[src/rtl/coreuart_pkg.sv]
// Shared helpers for the UART baud-rate generator: width derivation,
// parameter legality checks and the registered tick bundle.
package coreuart_pkg;

  // Ceiling log2; returns 0 for n <= 1.
  function automatic int clog2(input int n);
    int r;
    int v;
    r = 0;
    v = n - 1;
    while (v > 0) begin
      r++;
      v = v >> 1;
    end
    return r;
  endfunction

  // Width of the oversample counters (at least one bit).
  function automatic int ovs_width(input int ovs);
    return (clog2(ovs) < 1) ? 1 : clog2(ovs);
  endfunction

  // Stored width of the fractional divisor; a zero-width fraction keeps one dummy bit.
  function automatic int frac_store_width(input int frac_w);
    return (frac_w > 0) ? frac_w : 1;
  endfunction

  function automatic bit ovs_legal(input int ovs);
    return (ovs >= 2) && (ovs <= 256);
  endfunction

  function automatic bit rx_phase_legal(input int rx_phase, input int ovs);
    return (rx_phase >= 0) && (rx_phase < ovs);
  endfunction

  // Registered outputs of the generator.
  typedef struct packed {
    logic baud_tick;
    logic tx_tick;
    logic rx_sample;
  } tick_out_t;

endpackage

[src/rtl/coreuart_baud_gen_if.sv]
// Divisor/control inputs and tick outputs of the baud generator.
// master = register file / TX / RX side, slave = the generator.
interface coreuart_baud_gen_if
  import coreuart_pkg::*;
#(
  parameter int CNT_W  = 13,
  parameter int FRAC_W = 3
);

  localparam int FW = frac_store_width(FRAC_W);

  logic             ENABLE;
  logic [CNT_W-1:0] BAUD_VAL;
  logic [FW-1:0]    BAUD_FRAC;
  logic             RX_RESYNC;
  logic             BAUD_TICK;
  logic             TX_TICK;
  logic             RX_SAMPLE;

  modport master (
    output ENABLE, BAUD_VAL, BAUD_FRAC, RX_RESYNC,
    input  BAUD_TICK, TX_TICK, RX_SAMPLE
  );

  modport slave (
    input  ENABLE, BAUD_VAL, BAUD_FRAC, RX_RESYNC,
    output BAUD_TICK, TX_TICK, RX_SAMPLE
  );

endinterface

[src/rtl/coreuart_frac_div.sv]
// Integer-plus-fraction clock divider. A down-counter sets the base period
// of val+1 clocks; a fractional accumulator inserts one extra clock whenever
// it overflows, so the average period is val+1+frac/2^FRAC_W.
module coreuart_frac_div
  import coreuart_pkg::*;
#(
  parameter int CNT_W  = 13,
  parameter int FRAC_W = 3
) (
  input  logic                                clk,
  input  logic                                rst_n,
  input  logic                                enable,
  input  logic [CNT_W-1:0]                    val,
  input  logic [frac_store_width(FRAC_W)-1:0] frac,
  output logic                                reload,
  output logic                                tick
);

  localparam int FW       = frac_store_width(FRAC_W);
  localparam bit HAS_FRAC = (FRAC_W > 0);

  logic [CNT_W-1:0] cnt_q, cnt_d;
  logic [FW-1:0]    acc_q, acc_d;
  logic             stretch_q, stretch_d;
  logic [FW-1:0]    frac_in;
  logic [FW:0]      sum;

  // The divisor is consumed whenever the counter rests at zero (normal or stretch cycle).
  assign reload = (cnt_q == '0);

  // Next state: count down, or at zero either fire or hold one stretch cycle.
  always_comb begin
    // NOTE: every signal written here gets a default first, so no branch can leave it unassigned and infer a latch.
    cnt_d     = cnt_q;
    acc_d     = acc_q;
    stretch_d = stretch_q;
    tick      = 1'b0;
    frac_in   = HAS_FRAC ? frac : '0;
    sum       = {1'b0, acc_q} + {1'b0, frac_in};

    if (!enable) begin
      cnt_d     = '0;
      acc_d     = '0;
      stretch_d = 1'b0;
    end else if (cnt_q != '0) begin
      cnt_d = cnt_q - CNT_W'(1);
    end else if (stretch_q) begin
      tick      = 1'b1;
      cnt_d     = val;
      stretch_d = 1'b0;
    end else begin
      acc_d = sum[FW-1:0];
      if (sum[FW]) begin
        stretch_d = 1'b1;
      end else begin
        tick  = 1'b1;
        cnt_d = val;
      end
    end
  end

  // Divider state registers.
  always_ff @(posedge clk or negedge rst_n) begin
    if (!rst_n) begin
      cnt_q     <= '0;
      acc_q     <= '0;
      stretch_q <= 1'b0;
    end else begin
      // NOTE: sequential state uses non-blocking assignments so every flop samples pre-edge values.
      cnt_q     <= cnt_d;
      acc_q     <= acc_d;
      stretch_q <= stretch_d;
    end
  end

endmodule

[src/rtl/coreuart_baud_gen.sv]
// UART baud-rate generator: shadowed divisor, fractional divider, TX bit
// tick and a phase-realignable RX sample strobe. All outputs registered.
module coreuart_baud_gen
  import coreuart_pkg::*;
#(
  parameter int CNT_W    = 13,
  parameter int FRAC_W   = 3,
  parameter int OVS      = 16,
  parameter int RX_PHASE = OVS / 2 - 1
) (
  input logic                CLK,
  input logic                RESET_N,
  coreuart_baud_gen_if.slave bus
);

  localparam int               FW       = frac_store_width(FRAC_W);
  localparam int               OVS_W    = ovs_width(OVS);
  localparam logic [OVS_W-1:0] OVS_LAST = OVS_W'(OVS - 1);
  localparam logic [OVS_W-1:0] RX_HIT   = OVS_W'(RX_PHASE);

  if (!ovs_legal(OVS)) begin : g_bad_ovs
    $error("coreuart_baud_gen: OVS must be in 2..256");
  end
  if (!rx_phase_legal(RX_PHASE, OVS)) begin : g_bad_rx_phase
    $error("coreuart_baud_gen: RX_PHASE must be below OVS");
  end

  typedef struct packed {
    logic [CNT_W-1:0] val;
    logic [FW-1:0]    frac;
  } shadow_t;

  shadow_t          shadow_q, shadow_d;
  logic             load;
  logic             reload;
  logic             tick;
  logic [OVS_W-1:0] tx_ovs_q, tx_ovs_d;
  logic [OVS_W-1:0] rx_ovs_q, rx_ovs_d;
  tick_out_t        out_q, out_d;

  // Divisor is captured at every reload point and continuously while idle.
  assign load = !bus.ENABLE || reload;

  // Shadow next value; the divider reads it directly so a reload uses the value it captures.
  always_comb begin
    shadow_d = shadow_q;
    if (load) begin
      shadow_d.val  = bus.BAUD_VAL;
      shadow_d.frac = bus.BAUD_FRAC;
    end
  end

  coreuart_frac_div #(
    .CNT_W  (CNT_W),
    .FRAC_W (FRAC_W)
  ) u_frac_div (
    .clk    (CLK),
    .rst_n  (RESET_N),
    .enable (bus.ENABLE),
    .val    (shadow_d.val),
    .frac   (shadow_d.frac),
    .reload (reload),
    .tick   (tick)
  );

  // Oversample counters and next output values; RX_RESYNC overrides a coincident tick for RX only.
  always_comb begin
    out_d    = '0;
    tx_ovs_d = tx_ovs_q;
    rx_ovs_d = rx_ovs_q;
    if (!bus.ENABLE) begin
      tx_ovs_d = '0;
      rx_ovs_d = '0;
    end else begin
      if (tick) begin
        out_d.baud_tick = 1'b1;
        if (tx_ovs_q == OVS_LAST) begin
          out_d.tx_tick = 1'b1;
          tx_ovs_d      = '0;
        end else begin
          tx_ovs_d = tx_ovs_q + OVS_W'(1);
        end
      end
      if (bus.RX_RESYNC) begin
        rx_ovs_d = '0;
      end else if (tick) begin
        out_d.rx_sample = (rx_ovs_q == RX_HIT);
        rx_ovs_d        = (rx_ovs_q == OVS_LAST) ? '0 : rx_ovs_q + OVS_W'(1);
      end
    end
  end

  // Shadow, counters and output registers.
  always_ff @(posedge CLK or negedge RESET_N) begin
    if (!RESET_N) begin
      // NOTE: the shadow is reset with the rest of the state so it never holds X; the load bypass lets the first reload after reset still see live inputs.
      shadow_q <= '0;
      tx_ovs_q <= '0;
      rx_ovs_q <= '0;
      out_q    <= '0;
    end else begin
      shadow_q <= shadow_d;
      tx_ovs_q <= tx_ovs_d;
      rx_ovs_q <= rx_ovs_d;
      out_q    <= out_d;
    end
  end

  assign bus.BAUD_TICK = out_q.baud_tick;
  assign bus.TX_TICK   = out_q.tx_tick;
  assign bus.RX_SAMPLE = out_q.rx_sample;

endmodule

[src/flat_wrapper.sv]
// flat-port wrapper written by rule: the top's interface ports become plain ports
module coreuart_baud_gen_flat import coreuart_pkg::*;
#(
  parameter int CNT_W    = 13,
  parameter int FRAC_W   = 3,
  parameter int OVS      = 16,
  parameter int RX_PHASE = OVS / 2 - 1
)
  (CLK, RESET_N, bus_ENABLE, bus_BAUD_VAL, bus_BAUD_FRAC, bus_RX_RESYNC, bus_BAUD_TICK, bus_TX_TICK, bus_RX_SAMPLE);
  coreuart_baud_gen_if #(.CNT_W(CNT_W), .FRAC_W(FRAC_W)) bus_i ();
  input logic CLK;
  input logic RESET_N;
  input wire logic [$bits(bus_i.ENABLE)-1:0] bus_ENABLE;
  input wire logic [$bits(bus_i.BAUD_VAL)-1:0] bus_BAUD_VAL;
  input wire logic [$bits(bus_i.BAUD_FRAC)-1:0] bus_BAUD_FRAC;
  input wire logic [$bits(bus_i.RX_RESYNC)-1:0] bus_RX_RESYNC;
  output wire logic [$bits(bus_i.BAUD_TICK)-1:0] bus_BAUD_TICK;
  output wire logic [$bits(bus_i.TX_TICK)-1:0] bus_TX_TICK;
  output wire logic [$bits(bus_i.RX_SAMPLE)-1:0] bus_RX_SAMPLE;
  assign bus_i.ENABLE = bus_ENABLE;
  assign bus_i.BAUD_VAL = bus_BAUD_VAL;
  assign bus_i.BAUD_FRAC = bus_BAUD_FRAC;
  assign bus_i.RX_RESYNC = bus_RX_RESYNC;
  assign bus_BAUD_TICK = bus_i.BAUD_TICK;
  assign bus_TX_TICK = bus_i.TX_TICK;
  assign bus_RX_SAMPLE = bus_i.RX_SAMPLE;
  coreuart_baud_gen #(.CNT_W(CNT_W), .FRAC_W(FRAC_W), .OVS(OVS), .RX_PHASE(RX_PHASE)) u_core (.CLK(CLK), .RESET_N(RESET_N), .bus(bus_i));
endmodule
[config.mk]
export PLATFORM = sky130hd
export DESIGN_NAME = coreuart_baud_gen_flat
export DESIGN_NICKNAME = d
export VERILOG_FILES = /design/src/rtl/coreuart_pkg.sv /design/src/rtl/coreuart_baud_gen_if.sv /design/src/rtl/coreuart_frac_div.sv /design/src/rtl/coreuart_baud_gen.sv /design/src/flat_wrapper.sv
export SDC_FILE = /design/constraint.sdc
export NUM_CORES = 1
export LEC_CHECK = 0
export BUFFER_PORTS_ARGS = -buffer_cell sky130_fd_sc_hd__buf_4
export CORE_ASPECT_RATIO = 0.5
export CORE_MARGIN = 1
export CORE_UTILIZATION = 50
export CTS_CLUSTER_SIZE = 14
export DETAILED_ROUTE_END_ITERATION = 12
export GPL_TIMING_DRIVEN = 0
export HOLD_SLACK_MARGIN = 0.12
export PLACE_DENSITY = 0.7
export SLEW_MARGIN = 30
export SYNTH_ARGS = -nofsm -noshare
export SYNTH_HDL_FRONTEND = slang
export SYNTH_SLANG_ARGS = --single-unit
[constraint.sdc]
create_clock -name CLK -period 3.73 [get_ports CLK]
set_clock_uncertainty 0.1 [all_clocks]
set_input_delay 0.373 -clock CLK [delete_from_list [all_inputs] [get_ports CLK]]
set_output_delay 0.373 -clock CLK [all_outputs]
set_load 0.01 [all_outputs]
==> metrics.md <==
| Metric | Value |
|---|---|
| DP HPWL | between 2 and 3 mm |
| Sequential-to-total area share from yosys stat | 44.9% |
| Num CTS Buffers | 5 |
| Core Footprint | about 3100 sq um |
| Yosys reg bits | 31 |
| Crit path launch type | register |
| Multiplexer share of the synthesized area | 3.84% |
| Busiest grt layer | met2 |
| Avg Cell Area, Syn | 9.88 sq um |
| Simple-Gate Fraction of Synth Area | roughly 22% |
| Syn_nets | 202 |
| Starting DRT DRC Count | 76 |
| Full die area | 3710 sq um |
| Clk_lat worst skew | between 0.2 and 0.3 ns |
| Setup_tns | 0 ns |
| Share of cells above drive strength 1 | 24.6% |
| Status | finished clean |
| # setup viols final | 0 |
| GRT Residual Overflow | 0 |
| Fin. max-slew vios | 0 |
| Main combinational cell family by area after synthesis | simple AND/OR/NAND/NOR gates |
| Post-Syn Area | 1730 sq um |
| Area grow syn2layout | 20.4% |
| Worst r2r dst | u_core.u_frac_div.cnt_q[9] |
| Async SR Flop Fraction | 100% |
| Ant diodes | 0 |
| Rel. slew slack | 59.9% |
| Worst Reg-to-Reg Cells | 14 |
| Power share of the sequential group | a little over a third |
| Min Hold Slack | 0.238 ns |
| Starting Density | 55.1% |
| Switching pwr | 0.612 mW |
| Highest clock rate | 0.292 GHz |
| Dpl cells | 237 |
| Post-synth EDFFs | 0 |
| Htree depth | 2 |
| Post-synth top flop | dfrtp_1 |
| Post-DRT Antenna Nets | 0 |
| # rows | 14 |
| Post-layout util | 66.4% |
| CTS clock-pin slew for the worst setup and hold paths | 0.07 ns |
| RSZ-0062 raised after global routing | no |
| Multi-input logic area | 905 sq um |
| Max-Cap Viols | 0 |
| CTS tree | yes |
| Nets | 233 |
| GP Congestion | 0.848 |
| Hold Path Depth | 2 |
| Synth unique cells | 44 |
| Worst Path Class, Setup | reg2reg |
| Critical path arrival | 3.47 ns |
| Reg2Reg Launch Point | u_core.u_frac_div.cnt_q[0] |
| Filler cells | 279 |
| Clock Sinks | 31 |
| Max IR drop VDD | 0.000309 V |
| Pwr/cell area | 701 nW/um^2 |
| Reg area | ~780 sq um |
| Crit path max fanout | 10 |
| Clk buf depth | 2 |
| Hold/Removal Path Class | in2reg |
| Fin crit share | just over 90% |
| Antenna violations before repair | 0 |
| Mapped Cells | 175 |
| Launch point of the critical path | u_core.u_frac_div.cnt_q[0] |
| Adder-cell share of the synthesized area | 5.50% |
| Clk pwr share | roughly 18% |
| Vias in the first global route | roughly 1400 |
| Leak | 0.927 nW |
| Post-Synth XOR/XNOR Area | 3.55% |
| Final hold vios | 0 |
| Drt drc | 0 |
| Die Y | 43.6 um |
| Via Count | roughly 1500 |
| GR Util met1 | 33.6% |
| WL/cell | roughly 16 um |
| Via density | 6.00 |
| Die Span X | 85.2 um |
| GR Util met3 | ~6.7% |
| Switch share | between 40% and 50% |
| Worst R2R Setup Slack | 0.30 ns |
| Comb power frac | a little under half |
| Tot GR Track Use | 24.8% |
| Crit. End Element | register |
| Compound-Gate Fraction of Synth Area | between 10% and 20% |
| Final wirelength | 4.04 mm |
| Hold path endpoint | u_core.shadow_q[0] |
| Worst hold start | bus_BAUD_FRAC[0] |
| Yosys warning total | 0 |
| CP required | 3.77 ns |
| Worst-margin pin slew | 0.599 ns |
| Io pins | 23 |
| Largest net degree at the start of global routing | 32 |
| PortBufs | 22 |
| Int Pwr | roughly 0.85 mW |
| First-pass GRT wire length | around 7 mm |
| Final Critical Period | around 3.4 ns |
| Final std cells w/o fill | 247 |
| Clk root buf | clkbuf_8 |
| Grt met2 use | 39.2% |
| Pre-Repair DR Iteration Count | 4 |
[final cells by class]
type | count | area share [%]
clock inverter | 3 | 0.721
clock buffer | 5 | 3.31
timing repair buffer | 24 | 8.77
tap | 40 | 2.40
sequential | 31 | 37.3
inverter | 7 | 1.26
buffer | 9 | 2.82
multi-input combinational | 128 | 43.4
[per-layer routing]
layer | wire length [um] | vias to the layer above
met2 | 1830 | 41
met1 | 1930 | 736
met4 | 46 | 0
li1 | - | 698
met5 | 0 | -
met3 | 237 | 6
[what timing repair did]
item / CTS / global route
endpoints found under the setup margin: 10 / 24
hold endpoints to repair: 31 / 0
setup buffers: 0 / 1
hold buffers: 1 / 0
cloned: 0 / 0
gates resized for setup: 2 / 9
[cells in the mapped netlist (2+ instances only)]
cell      number  area share [%]
inv_1          7             1.5
nor4_1         2            0.72
nor3_1         9             2.6
nor2_1        17             3.7
mux2_4         3             2.6
clkbuf_1       4            0.87
o31ai_1        3             1.3
buf_2          3            0.87
xnor2_1        4             2.0
nand3_1        9             2.6
ha_1           6             4.3
a21oi_1        6             1.7
buf_6          2             1.3
xor2_1         3             1.5
nand4_1        3             1.1
or4_1          3             1.3
nand2_1        8             1.7
o21ai_0       13             3.8
and4_1         2             1.0
a211oi_1       5             2.2
a31oi_1        5             1.8
or3_1          2            0.72
a21boi_0       5             2.2
dfrtp_1       31              45
[state kept, by name (all words and copies together) (netlist names)]
name                         cells
u_core.bus.RX_SAMPLE             1
u_core.u_frac_div.stretch_q      1
u_core.tx_ovs_q                  4
u_core.shadow_q                  3
u_core.u_frac_div.cnt_q         13
u_core.bus.TX_TICK               1
u_core.u_frac_div.acc_q          3
u_core.rx_ovs_q                  4
u_core.bus.BAUD_TICK             1
[cells by family after synthesis]
logic type | Yosys count
compound gates | 42
simple gates | 67
flops | 31
buf+inv | 16
xor+xnor | 7
fa+ha+maj | 7
mux | 5
[power groups by stage]
stage,combinational (mW),sequential [mW],clock [mW]
global placement,0.602,0.512,0
CTS,0.632,0.516,0.264
floorplan,0.474,0.499,0
detailed placement,0.621,0.522,0
global route,0.754,0.531,0.275
finish,0.677,0.521,0.261
[metrics by stage]
stage               total power, mW  area [sq um]  setup WS (ns)
CTS                            1.41          2040         0.0216
detailed placement             1.14          1940        -0.0542
global placement               1.11          1940        -0.0303
global route                   1.56          2080         0.0361
floorplan                     0.973          1730          0.545
finish                         1.46          2080          0.299
[worst max-delay path by stage]
stage / depth (start not counted) / endpoint
final: 14 / u_core.u_frac_div.cnt_q[9]
after global routing: 14 / u_core.tx_ovs_q[3]
after CTS: 14 / u_core.u_frac_div.cnt_q[5]
after detailed placement: 13 / u_core.tx_ovs_q[1]
after global placement: 13 / u_core.tx_ovs_q[1]
after floorplan: 14 / u_core.u_frac_div.cnt_q[5]
[critical path, stage by stage, from the launching register on]
cell and delay [ns]:
dfrtp_1 0.41, inv_1 0.09, ha_1 0.22, nor3b_4 0.30, nand4_4 0.20, and2_4 0.22, buf_6 0.11, buf_6 0.12
mux2_4 0.32, ha_1 0.29, a211oi_2 0.08, or3_4 0.40, o21ai_1 0.17, buf_4 0.21, a211oi_1 0.06
[placed cells by master, fill, tap and decap left out, types with 3 or more instances in the layout]
master    count
a211oi_1      4
a21boi_0      5
a21oi_1       6
a31oi_1       5
buf_4        24
clkbuf_1      3
clkbuf_8      5
clkinv_2      3
dfrtp_1      31
ha_1          6
inv_1         7
mux2_4        3
nand2_1       8
nand3_1       9
nand4_1       3
nor2_1       17
nor3_1        8
o21ai_0      12
o31ai_1       3
or4_1         3
xnor2_1       4
xor2_1        3
No activity file was read; power rests on OpenSTA's default activity.
